### src/rtl/loop_replay_pkg.sv
// Shared definitions for the loop replay buffer: opcodes, FSM states and
// the index-width helper used to size the instruction store.
package loop_replay_pkg;

    localparam logic [6:0] BTYPE_OPCODE = 7'b1100011;
    localparam logic [6:0] JAL_OPCODE   = 7'b1101111;

    typedef enum logic [2:0] {
        IDLE,
        ARM,
        CAPTURE,
        REPLAY,
        EXIT
    } loop_state_e;

    function automatic int clog2(input int value);
        int result;
        result = 0;
        while ((1 << result) < value) begin
            result = result + 1;
        end
        return result;
    endfunction

    function automatic logic isLoopOpcode(input logic [6:0] opcode);
        return (opcode == BTYPE_OPCODE) || (opcode == JAL_OPCODE);
    endfunction

endpackage

### src/rtl/loop_replay_store.sv
// Private instruction store for one captured loop body: one synchronous
// write port, one combinational read port, no reset on the data.
module loop_replay_store
    import loop_replay_pkg::*;
#(
    parameter int DEPTH = 16
) (
    input  logic                      clk,
    input  logic                      wrEn_i,
    input  logic [clog2(DEPTH)-1:0]   wrAddr_i,
    input  logic [31:0]               wrData_i,
    input  logic [clog2(DEPTH)-1:0]   rdAddr_i,
    output logic [31:0]               rdData_o
);

    logic [31:0] mem [DEPTH];

    always_ff @(posedge clk) begin
        if (wrEn_i) begin
            mem[wrAddr_i] <= wrData_i;
        end
    end

    assign rdData_o = mem[rdAddr_i];

endmodule

### src/rtl/loop_replay_buffer.sv
// Loop stream buffer: detects a short backward branch, captures one loop
// body and replays it to decode while fetch is stalled.
module loop_replay_buffer
    import loop_replay_pkg::*;
#(
    parameter int XLEN   = 32,
    parameter int DEPTH  = 16,
    parameter int ITER_W = 8
) (
    input  logic              clk,
    input  logic              reset,
    input  logic              in_valid,
    input  logic [XLEN-1:0]   in_pc,
    input  logic [31:0]       in_instr,
    input  logic [XLEN-1:0]   in_imm,
    input  logic              mispredict,
    input  logic              ext_flush,
    input  logic              out_ready,
    output logic              out_valid,
    output logic [XLEN-1:0]   out_pc,
    output logic [31:0]       out_instr,
    output logic              fetch_stall,
    output logic              redirect,
    output logic [XLEN-1:0]   redirect_pc,
    output logic              loop_active,
    output logic [ITER_W-1:0] iter_count
);

    localparam int IDX_W = clog2(DEPTH);
    localparam logic [XLEN-1:0] MIN_IMM = XLEN'(-(DEPTH - 1) * 4);

    loop_state_e state_q, state_d;

    logic [XLEN-1:0]   loopStart_q, loopStart_d;
    logic [XLEN-1:0]   loopEnd_q, loopEnd_d;
    logic [IDX_W-1:0]  lastIdx_q, lastIdx_d;
    logic [IDX_W-1:0]  wrIdx_q, wrIdx_d;
    logic [IDX_W-1:0]  rdIdx_q, rdIdx_d;
    logic              outValid_q, outValid_d;
    logic [XLEN-1:0]   outPc_q, outPc_d;
    logic [31:0]       outInstr_q, outInstr_d;
    logic              fetchStall_q, fetchStall_d;
    logic              redirect_q, redirect_d;
    logic [XLEN-1:0]   redirectPc_q, redirectPc_d;
    logic              loopActive_q, loopActive_d;
    logic [ITER_W-1:0] iterCount_q, iterCount_d;

    logic              detect;
    logic              opcodeOk;
    logic              pcMatch;
    logic              atEnd;
    logic              storeWrEn;
    logic              atLast;
    logic              load;
    logic [IDX_W-1:0]  rdNext;
    logic [IDX_W-1:0]  rdAddr;
    logic [31:0]       rdData;
    logic [XLEN-1:0]   expectedPc;

    assign opcodeOk   = isLoopOpcode(in_instr[6:0]);
    assign detect     = in_valid && opcodeOk && in_imm[XLEN-1] && (in_imm[1:0] == 2'b00)
                        && ($signed(in_imm) >= $signed(MIN_IMM));
    assign expectedPc = loopStart_q + (XLEN'(wrIdx_q) << 2);
    assign pcMatch    = (in_pc == expectedPc);
    assign atEnd      = (wrIdx_q == lastIdx_q);
    assign storeWrEn  = ((state_q == ARM) || (state_q == CAPTURE)) && in_valid && pcMatch
                        && !mispredict && !ext_flush && !(atEnd && !opcodeOk);

    // The output register shows entry rdIdx; while it is full, the store is
    // read one entry ahead so the next handshake can load it directly.
    assign atLast = (rdIdx_q == lastIdx_q);
    assign rdNext = atLast ? '0 : rdIdx_q + 1'b1;
    assign rdAddr = outValid_q ? rdNext : rdIdx_q;
    assign load   = (state_q == REPLAY) && !mispredict && !ext_flush && (!outValid_q || out_ready);

    loop_replay_store #(
        .DEPTH(DEPTH)
    ) store (
        .clk      (clk),
        .wrEn_i   (storeWrEn),
        .wrAddr_i (wrIdx_q),
        .wrData_i (in_instr),
        .rdAddr_i (rdAddr),
        .rdData_o (rdData)
    );

    always_ff @(posedge clk or posedge reset) begin
        if (reset) begin
            state_q <= IDLE;
        end else begin
            state_q <= state_d;
        end
    end

    always_comb begin
        state_d = state_q;
        if (ext_flush) begin
            state_d = IDLE;
        end else begin
            case (state_q)
                IDLE: begin
                    if (detect) state_d = ARM;
                end
                ARM, CAPTURE: begin
                    if (mispredict) begin
                        state_d = IDLE;
                    end else if (in_valid) begin
                        if (!pcMatch)     state_d = IDLE;
                        else if (!atEnd)  state_d = CAPTURE;
                        else if (opcodeOk) state_d = REPLAY;
                        else              state_d = IDLE;
                    end
                end
                REPLAY: begin
                    if (mispredict) state_d = EXIT;
                end
                EXIT:    state_d = IDLE;
                default: state_d = IDLE;
            endcase
        end
    end

    // Every output is the registered image of the upcoming state, so the
    // status flags line up with the cycle the FSM is actually in.
    always_comb begin
        loopStart_d  = loopStart_q;
        loopEnd_d    = loopEnd_q;
        lastIdx_d    = lastIdx_q;
        wrIdx_d      = wrIdx_q;
        rdIdx_d      = rdIdx_q;
        outValid_d   = outValid_q;
        outPc_d      = outPc_q;
        outInstr_d   = outInstr_q;
        iterCount_d  = iterCount_q;
        redirectPc_d = redirectPc_q;

        if (state_q == IDLE) begin
            wrIdx_d = '0;
            rdIdx_d = '0;
            if (detect) begin
                loopEnd_d   = in_pc;
                loopStart_d = in_pc + in_imm;
                lastIdx_d   = IDX_W'((-in_imm) >> 2);
            end
        end
        if (storeWrEn) begin
            wrIdx_d = wrIdx_q + 1'b1;
        end
        if (load) begin
            outValid_d = 1'b1;
            outPc_d    = loopStart_q + (XLEN'(rdAddr) << 2);
            outInstr_d = rdData;
            if (outValid_q) begin
                rdIdx_d = rdNext;
                if (atLast && (iterCount_q != '1)) begin
                    iterCount_d = iterCount_q + 1'b1;
                end
            end
        end

        if (state_d != REPLAY) outValid_d = 1'b0;
        if (state_d == IDLE)   iterCount_d = '0;
        if (state_d == EXIT)   redirectPc_d = loopEnd_q + XLEN'(4);
        if (ext_flush) begin
            outPc_d      = '0;
            outInstr_d   = '0;
            redirectPc_d = '0;
        end

        fetchStall_d = (state_d == REPLAY);
        redirect_d   = (state_d == EXIT);
        loopActive_d = (state_d == CAPTURE) || (state_d == REPLAY);
    end

    always_ff @(posedge clk or posedge reset) begin
        if (reset) begin
            loopStart_q  <= '0;
            loopEnd_q    <= '0;
            lastIdx_q    <= '0;
            wrIdx_q      <= '0;
            rdIdx_q      <= '0;
            outValid_q   <= 1'b0;
            outPc_q      <= '0;
            outInstr_q   <= '0;
            fetchStall_q <= 1'b0;
            redirect_q   <= 1'b0;
            redirectPc_q <= '0;
            loopActive_q <= 1'b0;
            iterCount_q  <= '0;
        end else begin
            loopStart_q  <= loopStart_d;
            loopEnd_q    <= loopEnd_d;
            lastIdx_q    <= lastIdx_d;
            wrIdx_q      <= wrIdx_d;
            rdIdx_q      <= rdIdx_d;
            outValid_q   <= outValid_d;
            outPc_q      <= outPc_d;
            outInstr_q   <= outInstr_d;
            fetchStall_q <= fetchStall_d;
            redirect_q   <= redirect_d;
            redirectPc_q <= redirectPc_d;
            loopActive_q <= loopActive_d;
            iterCount_q  <= iterCount_d;
        end
    end

    assign out_valid   = outValid_q;
    assign out_pc      = outPc_q;
    assign out_instr   = outInstr_q;
    assign fetch_stall = fetchStall_q;
    assign redirect    = redirect_q;
    assign redirect_pc = redirectPc_q;
    assign loop_active = loopActive_q;
    assign iter_count  = iterCount_q;

endmodule

### config.mk
export PLATFORM = sky130hd
export DESIGN_NAME = loop_replay_buffer
export DESIGN_NICKNAME = d
export VERILOG_FILES = /design/src/rtl/loop_replay_pkg.sv /design/src/rtl/loop_replay_store.sv /design/src/rtl/loop_replay_buffer.sv
export SDC_FILE = /design/constraint.sdc
export NUM_CORES = 1
export LEC_CHECK = 0
export CAP_MARGIN = 20
export CORE_MARGIN = 3
export CORE_UTILIZATION = 45
export DETAILED_ROUTE_END_ITERATION = 7
export MAX_ROUTING_LAYER = met4
export PLACE_DENSITY = 0.72
export SETUP_SLACK_MARGIN = 0.4
export SLEW_MARGIN = 20
export SYNTH_ARGS = -nofsm -noshare
export SYNTH_HDL_FRONTEND = slang
export SYNTH_SLANG_ARGS = --single-unit
### constraint.sdc
create_clock -name clk -period 7.4 [get_ports clk]
set_clock_uncertainty 0.2 [all_clocks]
set_input_delay 0.74 -clock clk [delete_from_list [all_inputs] [get_ports clk]]
set_output_delay 0.74 -clock clk [all_outputs]
set_load 0.1 [all_outputs]
Word-level counts from Yosys, hierarchy flattened. Memories as Yosys holds them, arrays and structs flattened. Index checks and enable logic that the tools add are counted.

Bits in registers: 187. Word-level logic and storage cells: 103. Output and inout bits: 108. Memories kept: 1. Bits of input ports: 102. Bits in writable memories: 512.

Mux-type cells: 30. Add/subtract/negate cells: 8. Equal/unequal tests: 13. Magnitude comparators: 1. Reduce and logical (&&, ||, !) cells: 36.

Memory list: store.mem (words 16, width 32, rd ports 1, clocked after Yosys merged registers in 0, wr ports 1, line loop_replay_store.sv:16) `logic [31:0] mem [DEPTH];`.

Operators with widths (number): 32-bit two-way mux (6); 32-bit by 6-bit adder with 32-bit output (2); 32-bit by 3-bit adder with 32-bit output, second input constant (1); 32-bit adder (1); 32-bit equality test (1); 32-bit by 7-bit >= comparator with 1-bit output, second input constant (1); 8-bit two-way mux (4); 4-bit two-way mux (7); 3-bit two-way mux (5); 7-bit equality test, second input constant (2); 1-bit logical AND (14); 2-bit nonzero test (7); 3-bit by 2-bit equality test with 1-bit output, second input constant (4); 3-bit case mux with 3 select lines (1); 4-bit by 1-bit adder with 4-bit output, second input constant (2); 8-bit by 1-bit adder with 8-bit output, second input constant (1); 4-bit equality test (2); 8-bit != test, second input constant (1); 3-bit zero test (2); 2-bit two-way mux (3); 6-bit negation (1); 1-bit zero test (5); 1-bit logical OR (4); 1-bit two-way mux (4); 7 further kinds (7).

Logic depth before layout (Yosys ltp).
Word-level depth: 12. Mapped depth: 17. Depth with buffers taken out: 15.

Hierarchy. A second synthesis with hierarchy kept.

Cells, all modules: 2089. Area, all modules: 30745.7 µm².

By module, submodules not included: loop_replay_store (area each 19194.7 µm², cells an instance 806, instances 1); loop_replay_buffer (area each 11551.1 µm², cells an instance 1283, instances 1).

Worst setup path after synthesis. OpenSTA, ideal clock, no wires.

Kind: reg-to-reg. Start point: register wrIdx_q[0]. End point: memory store.mem[0][0], enable pin. Slack: 0.658 ns. Library setup time: 0.501 ns. Arrival time: 6.040 ns. Stages on the path, launching flop included: 12. Clock period less this slack: 6.742 ns. Path buffers: 1. Cell sequence: dfrtp_1 > ha_1 > fa_1 > a211oi_1 > or4_4 > buf_6 > o21a_1 > o22ai_1 > a2111oi_2 > nor3b_2 > nand4_4 > nor4_1.

Cells in the longest elaborated chain, start to end: 8.

Ends and longest elaborated chain: start, declared (line loop_replay_buffer.sv:37) `logic [IDX_W-1:0] wrIdx_q, wrIdx_d;`; start signal, assigned (line loop_replay_buffer.sv:194) `wrIdx_q <= wrIdx_d;`; 32-bit by 6-bit adder with 32-bit output (line loop_replay_buffer.sv:63) `assign expectedPc = loopStart_q + (XLEN'(wrIdx_q) << 2);`; 32-bit equality test (line loop_replay_buffer.sv:64) `assign pcMatch = (in_pc == expectedPc);`; 1-bit logical AND (line loop_replay_buffer.sv:66) `assign storeWrEn = ((state_q == ARM) || (state_q == CAPTURE)) && in_valid && pcMatch`; 1-bit logical AND (3 in series) (line loop_replay_buffer.sv:67) `&& !mispredict && !ext_flush && !(atEnd && !opcodeOk);`; 1-bit two-way mux (line loop_replay_store.sv:19) `if (wrEn_i) begin`; 1-bit two-way mux (implied by the code) (line loop_replay_store.sv:20) `mem[wrAddr_i] <= wrData_i;`; end, declared (line loop_replay_store.sv:16).

Several ways; a longest one is shown, not always the timed one.

Final worst setup path.
Start point: register wrIdx_q[3]. End point: memory store.mem[1][30], enable pin.

The elaborated chain is that of the path after synthesis.

==> impl_metrics.env <==
export IMPL_synth_seq_cells=699
export IMPL_synth_commonest_cells="512 x edfxtp_1, 271 x nand2_1, 187 x dfrtp_1, 128 x mux4_2, 91 x clkbuf_1"
export IMPL_clkTransAtPathRegs_ns=0.06
export IMPL_globalplace_congestion=0.970
export IMPL_cts_root_buffer="clkbuf_16"
export IMPL_required_ns=7.45
export IMPL_slowest_stage="dfrtp_1"
export IMPL_grt_pass1_wl_microns=125000
export IMPL_multi_input_area_sq_mm=0.0110
export IMPL_finalSetupViolCount=0
export IMPL_start_util_pct=45.6
export IMPL_worstPathMaxFanout=32
export IMPL_remaining_drc_errors=0
export IMPL_yosys_warnings=0
export IMPL_critPathKind="reg -> reg"
export IMPL_async_flop_share_pct=26.8
export IMPL_path_buf_inv=1
export IMPL_synth_cells=2202
export IMPL_via_per_inst=5.86
export IMPL_drive_gt1_share_pct=14.4
export IMPL_synth_area_leaders="edfxtp_1 49%, dfrtp_1 15%, mux4_2 9.2%"
export IMPL_worst_hold_slack_ns=0.274
export IMPL_use_met2_pct=37.9
export IMPL_ios=210
export IMPL_drv_slew=0
export IMPL_power_mw=8.30
export IMPL_cts_tree="built"
export IMPL_arrival_ns=5.49
export IMPL_setup_tns_ns=0
export IMPL_synth_most_common_cell="edfxtp_1"
export IMPL_regArea_sq_mm=0.0201
export IMPL_grt_overflow_total=0
export IMPL_dp_hpwl_microns=54200
export IMPL_tightest_slew_ns=1.19
export IMPL_die_h_microns=270
export IMPL_grt_antenna_before_repair=1
export IMPL_post_route_period_util_pct=73.6
export IMPL_totalWireLength_microns=82700
export IMPL_vias=19900
export IMPL_status="finished, final reports clean"
export IMPL_syn_nets=2353
export IMPL_vdd_ir_drop_max_mv=0.203
export IMPL_track_usage_pct=23.1
export IMPL_grt_start_max_net_pins=129
export IMPL_die_w_microns=270
export IMPL_rsz0062_at_grt="no"
export IMPL_end_kind="register"
export IMPL_rows=96
export IMPL_fill_cells=5547
export IMPL_syn_avg_cell_area_sq_um=14.3
export IMPL_grt_use_met3_pct=3.59
export IMPL_max_freq_mhz=184
export IMPL_ys_types=74
export IMPL_finalNetCount=2547
export IMPL_hold_class="reg -> reg"
export IMPL_synth_top_area_share_pct=48.9
export IMPL_relSlewSlack_pct=20.4
export IMPL_fin_crit_ns=5.44
export IMPL_cts_resized=0
export IMPL_hold_violations=0
export IMPL_htreeDepth=3
export IMPL_top_usage_layer="met2"
export IMPL_drt_iter0_drc=1843
export IMPL_core_area_sq_mm=0.0689
export IMPL_met1_usage_pct=30.1
export IMPL_wl_per_cell_microns=24.4
export IMPL_cts_buffers=72
export IMPL_ys_seq_area_share_pct=63.7
export IMPL_grt_pass1_vias=20000
export IMPL_hold_buffers=0
export IMPL_maxCapViolCount=0
export IMPL_insertion_delay_ns=0.61
export IMPL_first_pass_iters=5
export IMPL_cts_setup_buffers=0
export IMPL_numPortBuffers=209
export IMPL_path_delay_family="simple AND/OR/NAND/NOR gates"
export IMPL_ys_flop_type="edfxtp_1"
export IMPL_synth_top_cell_by_area="edfxtp_1"
export IMPL_syn_to_final_growth_pct=18.0
export IMPL_startpoint_type="register"
export IMPL_critical_path_max_stage_delay_ns=0.90
export IMPL_clockBufferDepth=3
export IMPL_antenna_left=0
export IMPL_synth_edf_count=512
export IMPL_path_common_cell="nor4_2"
export IMPL_fp_dieArea_sq_mm=0.0731
export IMPL_power_leakage_nw=13.1
export IMPL_cts_sinks=699
export IMPL_syn_cell_area_sq_mm=0.0315
export IMPL_p_per_area_mw_per_mm2=224
export IMPL_path_cells="ha_1 -> a211oi_1 -> or4_4 -> nor4_2 -> o22ai_1 -> a2111oi_2 -> nor3b_2 -> nand4_4 -> nor4_2 -> buf_4"
==> placed cells by master, fill, tap and decap left out, types with 15 or more instances in the layout <==
| master | count |
|---|---|
| clkbuf_1 | 18 |
| xnor2_1 | 68 |
| buf_4 | 34 |
| a211oi_1 | 46 |
| nor2_1 | 73 |
| o211ai_1 | 43 |
| clkdlybuf4s50_1 | 208 |
| or3_1 | 19 |
| dfrtp_1 | 187 |
| edfxtp_1 | 512 |
| nand3b_1 | 33 |
| inv_1 | 31 |
| clkbuf_16 | 73 |
| nand4_1 | 28 |
| a21oi_1 | 77 |
| ha_1 | 46 |
| o21ai_0 | 87 |
| mux2i_1 | 40 |
| nand3_1 | 49 |
| nor3_1 | 32 |
| mux2_2 | 32 |
| nand2_1 | 271 |
| mux4_2 | 128 |
| nor2b_1 | 15 |
| xor2_1 | 63 |
==> flip-flops by register name (all words and copies together) (netlist names) <==
register and count:
wrIdx_q 4, out_pc 32, lastIdx_q 4, store.mem 512
redirect_pc 32, fetch_stall 1, iter_count 8, loopStart_q 32
loopEnd_q 32, out_valid 1, loop_active 1, rdIdx_q 4
out_instr 32, state_q 3, redirect 1
==> where the power goes <==
group / total (mW) / switching [mW] / internal (mW)
Sequential: 4.21 / 0.00000000117 / 4.21
Combinational: 0.336 / 0.215 / 0.120
Clock: 3.75 / 1.54 / 2.22
==> worst paths after layout <==
path / end / slack, ns / startpoint / depth (start not counted)
max reg2reg: store.mem[1][30]$_DFFE_PP_ / 1.96 / wrIdx_q[3]$_DFFE_PP0P_ / 10
min in group asynchronous: out_instr[30]$_DFFE_PP0P_ / 0.51 / reset / 2
max in group asynchronous: out_pc[3]$_DFFE_PP0P_ / 5.02 / reset / 3
min reg2reg: redirect_pc[0]$_DFFE_PP0P_ / 0.27 / loopEnd_q[0]$_DFFE_PP0P_ / 2
min: redirect_pc[0]$_DFFE_PP0P_ / 0.27 / loopEnd_q[0]$_DFFE_PP0P_ / 2
max: store.mem[1][30]$_DFFE_PP_ / 1.96 / wrIdx_q[3]$_DFFE_PP0P_ / 10
==> tightest hold or removal path: stages (launching register included) <==
cell	delay, ns
dfrtp_1	0.34
nand2_1	0.05
nand2_1	0.05
==> stage by stage <==
stage               area, sq um  utilization, %  worst slack [ns]  std cells
finish                    37100            53.9              1.96       3386
detailed placement        34700            50.3              2.01       3253
global placement          34700            50.3              2.26       3253
CTS                       37100            53.9              2.02       3385
global route              37100            53.9              1.65       3386
floorplan                 31500               -             0.658       2202
==> cell type report <==
type,instances,area share [%]
Timing Repair Buffer,243,6.32
Clock inverter,35,1.33
Multi-Input combinational cell,1344,29.5
Tap cell,931,3.14
Clock buffer,97,5.32
Inverter,36,0.384
Sequential cell,699,54.0
Antenna cell,1,0.00674
==> routing by layer <==
layer	share of wire (%)	vias to the layer above	wire length (microns)
li1	-	8816	-
met1	41	10100	33900
met2	50	761	41300
met3	6.4	135	5280
met4	2.8	0	2300
met5	0	-	0
==> kinds of logic (layout without fill, tap and decap cells) <==
logic type	after synthesis	after routing	synth area share (%)
flops	699	699	63.7
simple gates	622	622	9.99
compound gates	342	342	7.01
mux	200	200	11.6
buf+inv	159	411	2.01
xor+xnor	131	131	3.65
fa+ha+maj	49	49	2.02
other cells	0	1	0
No activity file was read; power rests on OpenSTA's default activity.
